==> src/rtl/fb_scanout_reader_if.sv <==
// AXI4 read-address/read-data channels and AXI4-Stream video channel of the
// framebuffer scanout engine; master = engine side, slave = memory/sink side.
interface fb_scanout_reader_if;
    logic [31:0] m_axi_araddr;
    logic [7:0]  m_axi_arlen;
    logic [2:0]  m_axi_arsize;
    logic [1:0]  m_axi_arburst;
    logic        m_axi_arvalid;
    logic        m_axi_arready;
    logic [31:0] m_axi_rdata;
    logic [1:0]  m_axi_rresp;
    logic        m_axi_rlast;
    logic        m_axi_rvalid;
    logic        m_axi_rready;
    logic [31:0] m_axis_tdata;
    logic        m_axis_tvalid;
    logic        m_axis_tready;
    logic        m_axis_tuser;
    logic        m_axis_tlast;

    modport master (
        output m_axi_araddr, m_axi_arlen, m_axi_arsize, m_axi_arburst, m_axi_arvalid,
        input  m_axi_arready,
        input  m_axi_rdata, m_axi_rresp, m_axi_rlast, m_axi_rvalid,
        output m_axi_rready,
        output m_axis_tdata, m_axis_tvalid, m_axis_tuser, m_axis_tlast,
        input  m_axis_tready
    );

    modport slave (
        input  m_axi_araddr, m_axi_arlen, m_axi_arsize, m_axi_arburst, m_axi_arvalid,
        output m_axi_arready,
        output m_axi_rdata, m_axi_rresp, m_axi_rlast, m_axi_rvalid,
        input  m_axi_rready,
        input  m_axis_tdata, m_axis_tvalid, m_axis_tuser, m_axis_tlast,
        output m_axis_tready
    );
endinterface

==> src/rtl/fb_scanout_reader.sv <==
// Framebuffer scanout: credit-paced AXI4 burst reads into a pixel FIFO, emitted as AXI4-Stream video.
// Define FB_SCANOUT_CONT_EN for continuous (free-running) scanout from the latched base.
//
// state | meaning
// IDLE  | waiting for start
// ISSUE | issuing read bursts as FIFO credits allow
// DRAIN | all bursts issued; waiting for the last pixel handshake
module fb_scanout_reader #(
    parameter int H_RES      = 640,
    parameter int V_RES      = 480,
    parameter int BURST_LEN  = 16,
    parameter int FIFO_DEPTH = 64
) (
    input  logic                 aclk,
    input  logic                 areset,
    input  logic                 start,
    input  logic [31:0]          fb_base,
    output logic                 busy,
    output logic                 frame_done,
    output logic                 rresp_err,
    fb_scanout_reader_if.master  bus
);
    localparam int NBURSTS = (H_RES * V_RES) / BURST_LEN;
    localparam int BW = (NBURSTS > 1) ? $clog2(NBURSTS) : 1;
    localparam int AW = $clog2(FIFO_DEPTH);
    localparam int CW = AW + 1;
    localparam int XW = (H_RES > 1) ? $clog2(H_RES) : 1;
    localparam int YW = (V_RES > 1) ? $clog2(V_RES) : 1;
`ifdef FB_SCANOUT_CONT_EN
    localparam logic CONT = 1'b1;
`else
    localparam logic CONT = 1'b0;
`endif

    typedef enum logic [1:0] {IDLE, ISSUE, DRAIN} state_t;
    state_t state, state_nxt;

    logic [31:0]   base_q, araddr_q, tdata_q;
    logic [7:0]    arlen_q;
    logic [BW-1:0] burst_cnt;
    logic [CW-1:0] credits, cnt;
    logic [AW-1:0] wr_ptr, rd_ptr;
    logic [31:0]   mem [FIFO_DEPTH];
    logic [XW-1:0] x;
    logic [YW-1:0] y;
    logic          tvalid_q, start_acc, ar_hs, r_hs, s_hs, last_px, out_free, push, pop;
    wire           unused_rlast = bus.m_axi_rlast;

    assign busy      = (state != IDLE);
    assign start_acc = start && (state == IDLE);
    assign ar_hs     = bus.m_axi_arvalid && bus.m_axi_arready;
    assign r_hs      = bus.m_axi_rvalid && bus.m_axi_rready;
    assign s_hs      = tvalid_q && bus.m_axis_tready;
    assign last_px   = s_hs && (x == XW'(H_RES - 1)) && (y == YW'(V_RES - 1));

    assign bus.m_axi_araddr  = araddr_q;
    assign bus.m_axi_arlen   = arlen_q;
    assign bus.m_axi_arsize  = 3'b010;
    assign bus.m_axi_arburst = 2'b01;
    // Credits only grow while ISSUE waits, so arvalid cannot drop before arready.
    assign bus.m_axi_arvalid = (state == ISSUE) && (credits >= CW'(BURST_LEN));
    assign bus.m_axi_rready  = busy;
    assign bus.m_axis_tdata  = tdata_q;
    assign bus.m_axis_tvalid = tvalid_q;
    assign bus.m_axis_tuser  = tvalid_q && (x == '0) && (y == '0);
    assign bus.m_axis_tlast  = tvalid_q && (x == XW'(H_RES - 1));

    always_comb begin
        state_nxt = state;
        case (state)
            IDLE:    if (start) state_nxt = ISSUE;
            ISSUE:   if (ar_hs && (burst_cnt == BW'(NBURSTS - 1))) state_nxt = DRAIN;
            DRAIN:   if (last_px) state_nxt = CONT ? ISSUE : IDLE;
            default: state_nxt = IDLE;
        endcase
    end

    always_ff @(posedge aclk) begin
        if (areset) begin
            state      <= IDLE;
            base_q     <= '0;
            araddr_q   <= '0;
            arlen_q    <= '0;
            burst_cnt  <= '0;
            frame_done <= 1'b0;
            rresp_err  <= 1'b0;
            credits    <= CW'(FIFO_DEPTH);
        end else begin
            state      <= state_nxt;
            frame_done <= last_px;
            credits    <= credits + CW'(s_hs) - (ar_hs ? CW'(BURST_LEN) : CW'(0));
            if (start_acc) begin
                base_q    <= fb_base;
                araddr_q  <= fb_base;
                arlen_q   <= 8'(BURST_LEN - 1);
                burst_cnt <= '0;
                rresp_err <= 1'b0;
            end else begin
                if (ar_hs) begin
                    araddr_q  <= araddr_q + 32'(BURST_LEN * 4);
                    burst_cnt <= burst_cnt + 1'b1;
                end
                if (r_hs && (bus.m_axi_rresp != 2'b00)) rresp_err <= 1'b1;
                if (CONT && (state == DRAIN) && last_px) begin
                    araddr_q  <= base_q;
                    burst_cnt <= '0;
                end
            end
        end
    end

    // Output register refills every cycle it frees up; an empty FIFO lets R data bypass straight in.
    assign out_free = !tvalid_q || bus.m_axis_tready;
    assign pop      = out_free && (cnt != '0);
    assign push     = r_hs && !(out_free && (cnt == '0));

    always_ff @(posedge aclk) begin
        if (push) mem[wr_ptr] <= bus.m_axi_rdata;
    end

    always_ff @(posedge aclk) begin
        if (areset) begin
            wr_ptr   <= '0;
            rd_ptr   <= '0;
            cnt      <= '0;
            tvalid_q <= 1'b0;
            tdata_q  <= '0;
        end else begin
            if (push) wr_ptr <= wr_ptr + 1'b1;
            if (pop)  rd_ptr <= rd_ptr + 1'b1;
            cnt <= cnt + CW'(push) - CW'(pop);
            if (out_free) begin
                if (cnt != '0) begin
                    tdata_q  <= mem[rd_ptr];
                    tvalid_q <= 1'b1;
                end else if (r_hs) begin
                    tdata_q  <= bus.m_axi_rdata;
                    tvalid_q <= 1'b1;
                end else begin
                    tvalid_q <= 1'b0;
                end
            end
        end
    end

    always_ff @(posedge aclk) begin
        if (areset) begin
            x <= '0;
            y <= '0;
        end else if (s_hs) begin
            if (x == XW'(H_RES - 1)) begin
                x <= '0;
                y <= (y == YW'(V_RES - 1)) ? '0 : y + 1'b1;
            end else begin
                x <= x + 1'b1;
            end
        end
    end
endmodule

==> src/flat_wrapper.sv <==
// flat-port wrapper written by rule: the top's interface ports become plain ports
module fb_scanout_reader_flat 
#(
    parameter int H_RES      = 640,
    parameter int V_RES      = 480,
    parameter int BURST_LEN  = 16,
    parameter int FIFO_DEPTH = 64
)
  (aclk, areset, start, fb_base, busy, frame_done, rresp_err, bus_m_axi_araddr, bus_m_axi_arlen, bus_m_axi_arsize, bus_m_axi_arburst, bus_m_axi_arvalid, bus_m_axi_arready, bus_m_axi_rdata, bus_m_axi_rresp, bus_m_axi_rlast, bus_m_axi_rvalid, bus_m_axi_rready, bus_m_axis_tdata, bus_m_axis_tvalid, bus_m_axis_tuser, bus_m_axis_tlast, bus_m_axis_tready);
  fb_scanout_reader_if bus_i ();
  input  logic aclk;
  input  logic areset;
  input  logic start;
  input  logic [31:0] fb_base;
  output logic busy;
  output logic frame_done;
  output logic rresp_err;
  output wire logic [$bits(bus_i.m_axi_araddr)-1:0] bus_m_axi_araddr;
  output wire logic [$bits(bus_i.m_axi_arlen)-1:0] bus_m_axi_arlen;
  output wire logic [$bits(bus_i.m_axi_arsize)-1:0] bus_m_axi_arsize;
  output wire logic [$bits(bus_i.m_axi_arburst)-1:0] bus_m_axi_arburst;
  output wire logic [$bits(bus_i.m_axi_arvalid)-1:0] bus_m_axi_arvalid;
  input wire logic [$bits(bus_i.m_axi_arready)-1:0] bus_m_axi_arready;
  input wire logic [$bits(bus_i.m_axi_rdata)-1:0] bus_m_axi_rdata;
  input wire logic [$bits(bus_i.m_axi_rresp)-1:0] bus_m_axi_rresp;
  input wire logic [$bits(bus_i.m_axi_rlast)-1:0] bus_m_axi_rlast;
  input wire logic [$bits(bus_i.m_axi_rvalid)-1:0] bus_m_axi_rvalid;
  output wire logic [$bits(bus_i.m_axi_rready)-1:0] bus_m_axi_rready;
  output wire logic [$bits(bus_i.m_axis_tdata)-1:0] bus_m_axis_tdata;
  output wire logic [$bits(bus_i.m_axis_tvalid)-1:0] bus_m_axis_tvalid;
  output wire logic [$bits(bus_i.m_axis_tuser)-1:0] bus_m_axis_tuser;
  output wire logic [$bits(bus_i.m_axis_tlast)-1:0] bus_m_axis_tlast;
  input wire logic [$bits(bus_i.m_axis_tready)-1:0] bus_m_axis_tready;
  assign bus_m_axi_araddr = bus_i.m_axi_araddr;
  assign bus_m_axi_arlen = bus_i.m_axi_arlen;
  assign bus_m_axi_arsize = bus_i.m_axi_arsize;
  assign bus_m_axi_arburst = bus_i.m_axi_arburst;
  assign bus_m_axi_arvalid = bus_i.m_axi_arvalid;
  assign bus_i.m_axi_arready = bus_m_axi_arready;
  assign bus_i.m_axi_rdata = bus_m_axi_rdata;
  assign bus_i.m_axi_rresp = bus_m_axi_rresp;
  assign bus_i.m_axi_rlast = bus_m_axi_rlast;
  assign bus_i.m_axi_rvalid = bus_m_axi_rvalid;
  assign bus_m_axi_rready = bus_i.m_axi_rready;
  assign bus_m_axis_tdata = bus_i.m_axis_tdata;
  assign bus_m_axis_tvalid = bus_i.m_axis_tvalid;
  assign bus_m_axis_tuser = bus_i.m_axis_tuser;
  assign bus_m_axis_tlast = bus_i.m_axis_tlast;
  assign bus_i.m_axis_tready = bus_m_axis_tready;
  fb_scanout_reader #(.H_RES(H_RES), .V_RES(V_RES), .BURST_LEN(BURST_LEN), .FIFO_DEPTH(FIFO_DEPTH)) u_core (.aclk(aclk), .areset(areset), .start(start), .fb_base(fb_base), .busy(busy), .frame_done(frame_done), .rresp_err(rresp_err), .bus(bus_i));
endmodule
==> config.mk <==
export PLATFORM = sky130hd
export DESIGN_NAME = fb_scanout_reader_flat
export DESIGN_NICKNAME = d
export VERILOG_FILES = /design/src/rtl/fb_scanout_reader_if.sv /design/src/rtl/fb_scanout_reader.sv /design/src/flat_wrapper.sv
export SDC_FILE = /design/constraint.sdc
export NUM_CORES = 2
export LEC_CHECK = 0
export ABC_AREA = 1
export CORE_AREA = 2 2 448 450
export DETAILED_ROUTE_END_ITERATION = 10
export DIE_AREA = 0 0 450 452
export GPL_TIMING_DRIVEN = 0
export PLACE_DENSITY = 0.72
export SYNTH_ARGS = -nofsm -noshare
export SYNTH_HDL_FRONTEND = slang
export SYNTH_SLANG_ARGS = --single-unit
==> constraint.sdc <==
create_clock -name aclk -period 7 [get_ports aclk]
set_input_delay 1.75 -clock aclk [delete_from_list [all_inputs] [get_ports aclk]]
set_output_delay 1.75 -clock aclk [all_outputs]
set_load 0.1 [all_outputs]
==> run metrics <==
Post-CTS Hold Buffers=0; final core utilization=0.520; layout cell share with drive strength beyond 1=0.103; full die area=203000 um^2; # Post-CTS Setup Buffers=0; Final Hold Fails=0; total gr overflow=0; Hold/Removal Path Class=flop to flop; Cell Area, Synth=89000 um^2; Fin Clk Skew=0.0651 ns; fmax=195 MHz; core box area=199000 um^2; gpl congestion=1.14; EDFF count, synth=2048; Rel. slew slack=0.0794; most common cell in the netlist=nand2_1; most common library cells after synthesis=nand2_1, edfxtp_1, nand3_1; setup_tns=0 ns; kind of critical path=primary input to flop; die width=450 um; CP max stage delay=1.01 ns; Hold WS=0.467 ns; Nets=8253; top cell type's share of synthesized area=0.691; Synth Instances=7689; register area share after synthesis=0.722; Root Driver=clkbuf_16; DRT Wirelength=295000 um; Leak Pwr=36.5 nW; I/O Pins=158; Fill cells=16600; ranking of synthesized cells by area=edfxtp_1, nand3_1, nand2_1; Clk pin slew, worst setup/hold paths=0.06 ns; Cell Rows=164; FF+latch count, synth=2184; Yosys Warn Count=0; leading area contributor after synthesis=edfxtp_1; Mapped Avg Cell Area=11.6 um^2; Slew Limit Fails=0; clk_lat worst skew=0.88 ns; RSZ-0062 raised after global routing=false; largest net degree at the start of global routing=66; Iter 0 DRT Violations=11200; Total GRT Usage=0.283; final setup violation count=0; area grow syn2layout=16.1%; H-tree levels=4; total power=0.0377 W; Synth async-reset ratio=0; CTS tree=done; Final min period=5.12 ns; power per cell area=365 nW/um^2; via count=64800; drt wl/cell=26.9 um; DR vias/cell=5.89; DRC viols=0; post-CTS sizing=0; Initial Util=0.448; Top FF cell, synth=edfxtp_1; Worst-Margin Slew=1.38 ns; DIE HEIGHT=452 um; CP Launch Type=primary input; maximum buffer depth of the clock tree=3; Crit-path slowest cell=nor2_4; vias in the first global route=60600; clock sink count=2184; ANT nets after route=0; Placed Area=96100 um^2; Required @ worst endpoint=7.53 ns; post-DP HPWL=201000 um; crit path DAT=5.65 ns; 1st-pass router iterations=7; Max-Cap Viols=0; VDD IR-drop max=0.315 mV; CP cell instances=clkdlybuf4s50_1 -> nor2_2 -> inv_1 -> a21oi_4 -> inv_2 -> nor2_1 -> nand3_1 -> nor2_4 -> buf_16; Worst Setup End Kind=flop; Port Buf Inserts=146; post-synthesis cell type count=44; status=completed; initial antenna violation count=19; global-route wire length before repair=417000 um; Design Area, Final=103000 um^2; crit share post-route=0.732; CTS Buf Count=213; Crit Path Max Fanout=18
## kinds of logic (layout without fill, tap and decap cells)
kind of cell,Yosys count,in the layout,synth area share
other cells,2,18,0.0000844
compound gates,173,173,0.0108
flops,2184,2184,0.722
buf+inv,611,1248,0.0346
fa+ha+maj,29,29,0.00416
simple gates,4671,4671,0.227
xor+xnor,19,19,0.00187
## critical path, delay by kind of cell
kind / cells / cell delay (ns)
AND/OR/NAND/NOR: 4 / 2.46
buffers and inverters: 4 / 0.96
AO/OA/AOI/OAI: 1 / 0.44
## layer usage
metal | part of all wire | up-vias | GRT usage | wire (um)
met5 | 0.00019 | - | 0 | 55
met4 | 0.061 | 8 | 0.154 | 17900
met3 | 0.13 | 697 | 0.0628 | 38400
met2 | 0.45 | 4645 | 0.433 | 132000
met1 | 0.36 | 31400 | 0.377 | 107000
li1 | - | 28100 | - | -
## report_power, final
group          internal [W]  switching, W  leakage (nW)  total [W]
combinational       0.00288       0.00853          13.5     0.0114
clock               0.00665       0.00510          3.46     0.0117
sequential           0.0144      0.000142          19.5     0.0146
total                0.0240        0.0138          36.5     0.0377
## stage by stage
stage	std cells	worst slack [ns]
global placement	10500	-0.796
floorplan	7696	1.26
CTS	11000	1.88
finish	11000	1.88
detailed placement	10600	1.16
global route	11000	1.85
## area by class of cell
type | instances | area, um^2 | area share
antenna | 9 | 22.5 | 0.000218
buffer | 493 | 2630 | 0.0255
clock buffer | 265 | 5660 | 0.0548
clock inverter | 132 | 1490 | 0.0144
inverter | 118 | 445 | 0.00431
multi-input combinational | 4901 | 22200 | 0.215
sequential | 2184 | 64200 | 0.621
tap | 2656 | 3320 | 0.0322
timing repair buffer | 240 | 3360 | 0.0325
## registers in the layout, summed over array words and instances, names as in the netlist, named ones only
signal and flops:
u_core.cnt 7, u_core.frame_done 1, u_core.mem 2048, u_core.wr_ptr 6, u_core.y 9, u_core.rd_ptr 6
u_core.state 2, u_core.rresp_err 1, u_core.bus.m_axi_araddr 32, u_core.bus.m_axis_tvalid 1, u_core.bus.m_axi_arlen 1, u_core.burst_cnt 15
u_core.x 10, u_core.bus.m_axis_tdata 32, u_core.credits 7
## cells in the final DEF, fill, tap and decap left out, drive strengths merged, types with 5 or more instances in the layout
cell type      instances
nor3                  27
nand2               2367
bufinv                24
xnor2                  5
conb                   9
xor2                  14
nand3               2002
o211ai                12
clkinvlp              12
clkinv                93
nor2                 242
nor4                   5
nand4                 20
ha                    28
clkdlybuf4s50        114
edfxtp              2048
diode                  9
clkbuf               390
a31oi                  6
o21ai                 47
a21oi                 92
inv                  121
dfxtp                136
buf                  494
## worst paths after layout
kind	end	start	depth (start not counted)	slack [ns]
setup / recovery	u_core.mem[25][11]	bus_m_axis_tready	9	1.88
hold / removal	u_core.bus.m_axis_tdata[6]	u_core.bus.m_axis_tdata[6]	2	0.47
setup reg to reg	u_core.mem[25][11]	u_core.cnt[2]	10	2.71
hold reg to reg	u_core.bus.m_axis_tdata[6]	u_core.bus.m_axis_tdata[6]	2	0.47
No activity file was read; power rests on OpenSTA's default activity.
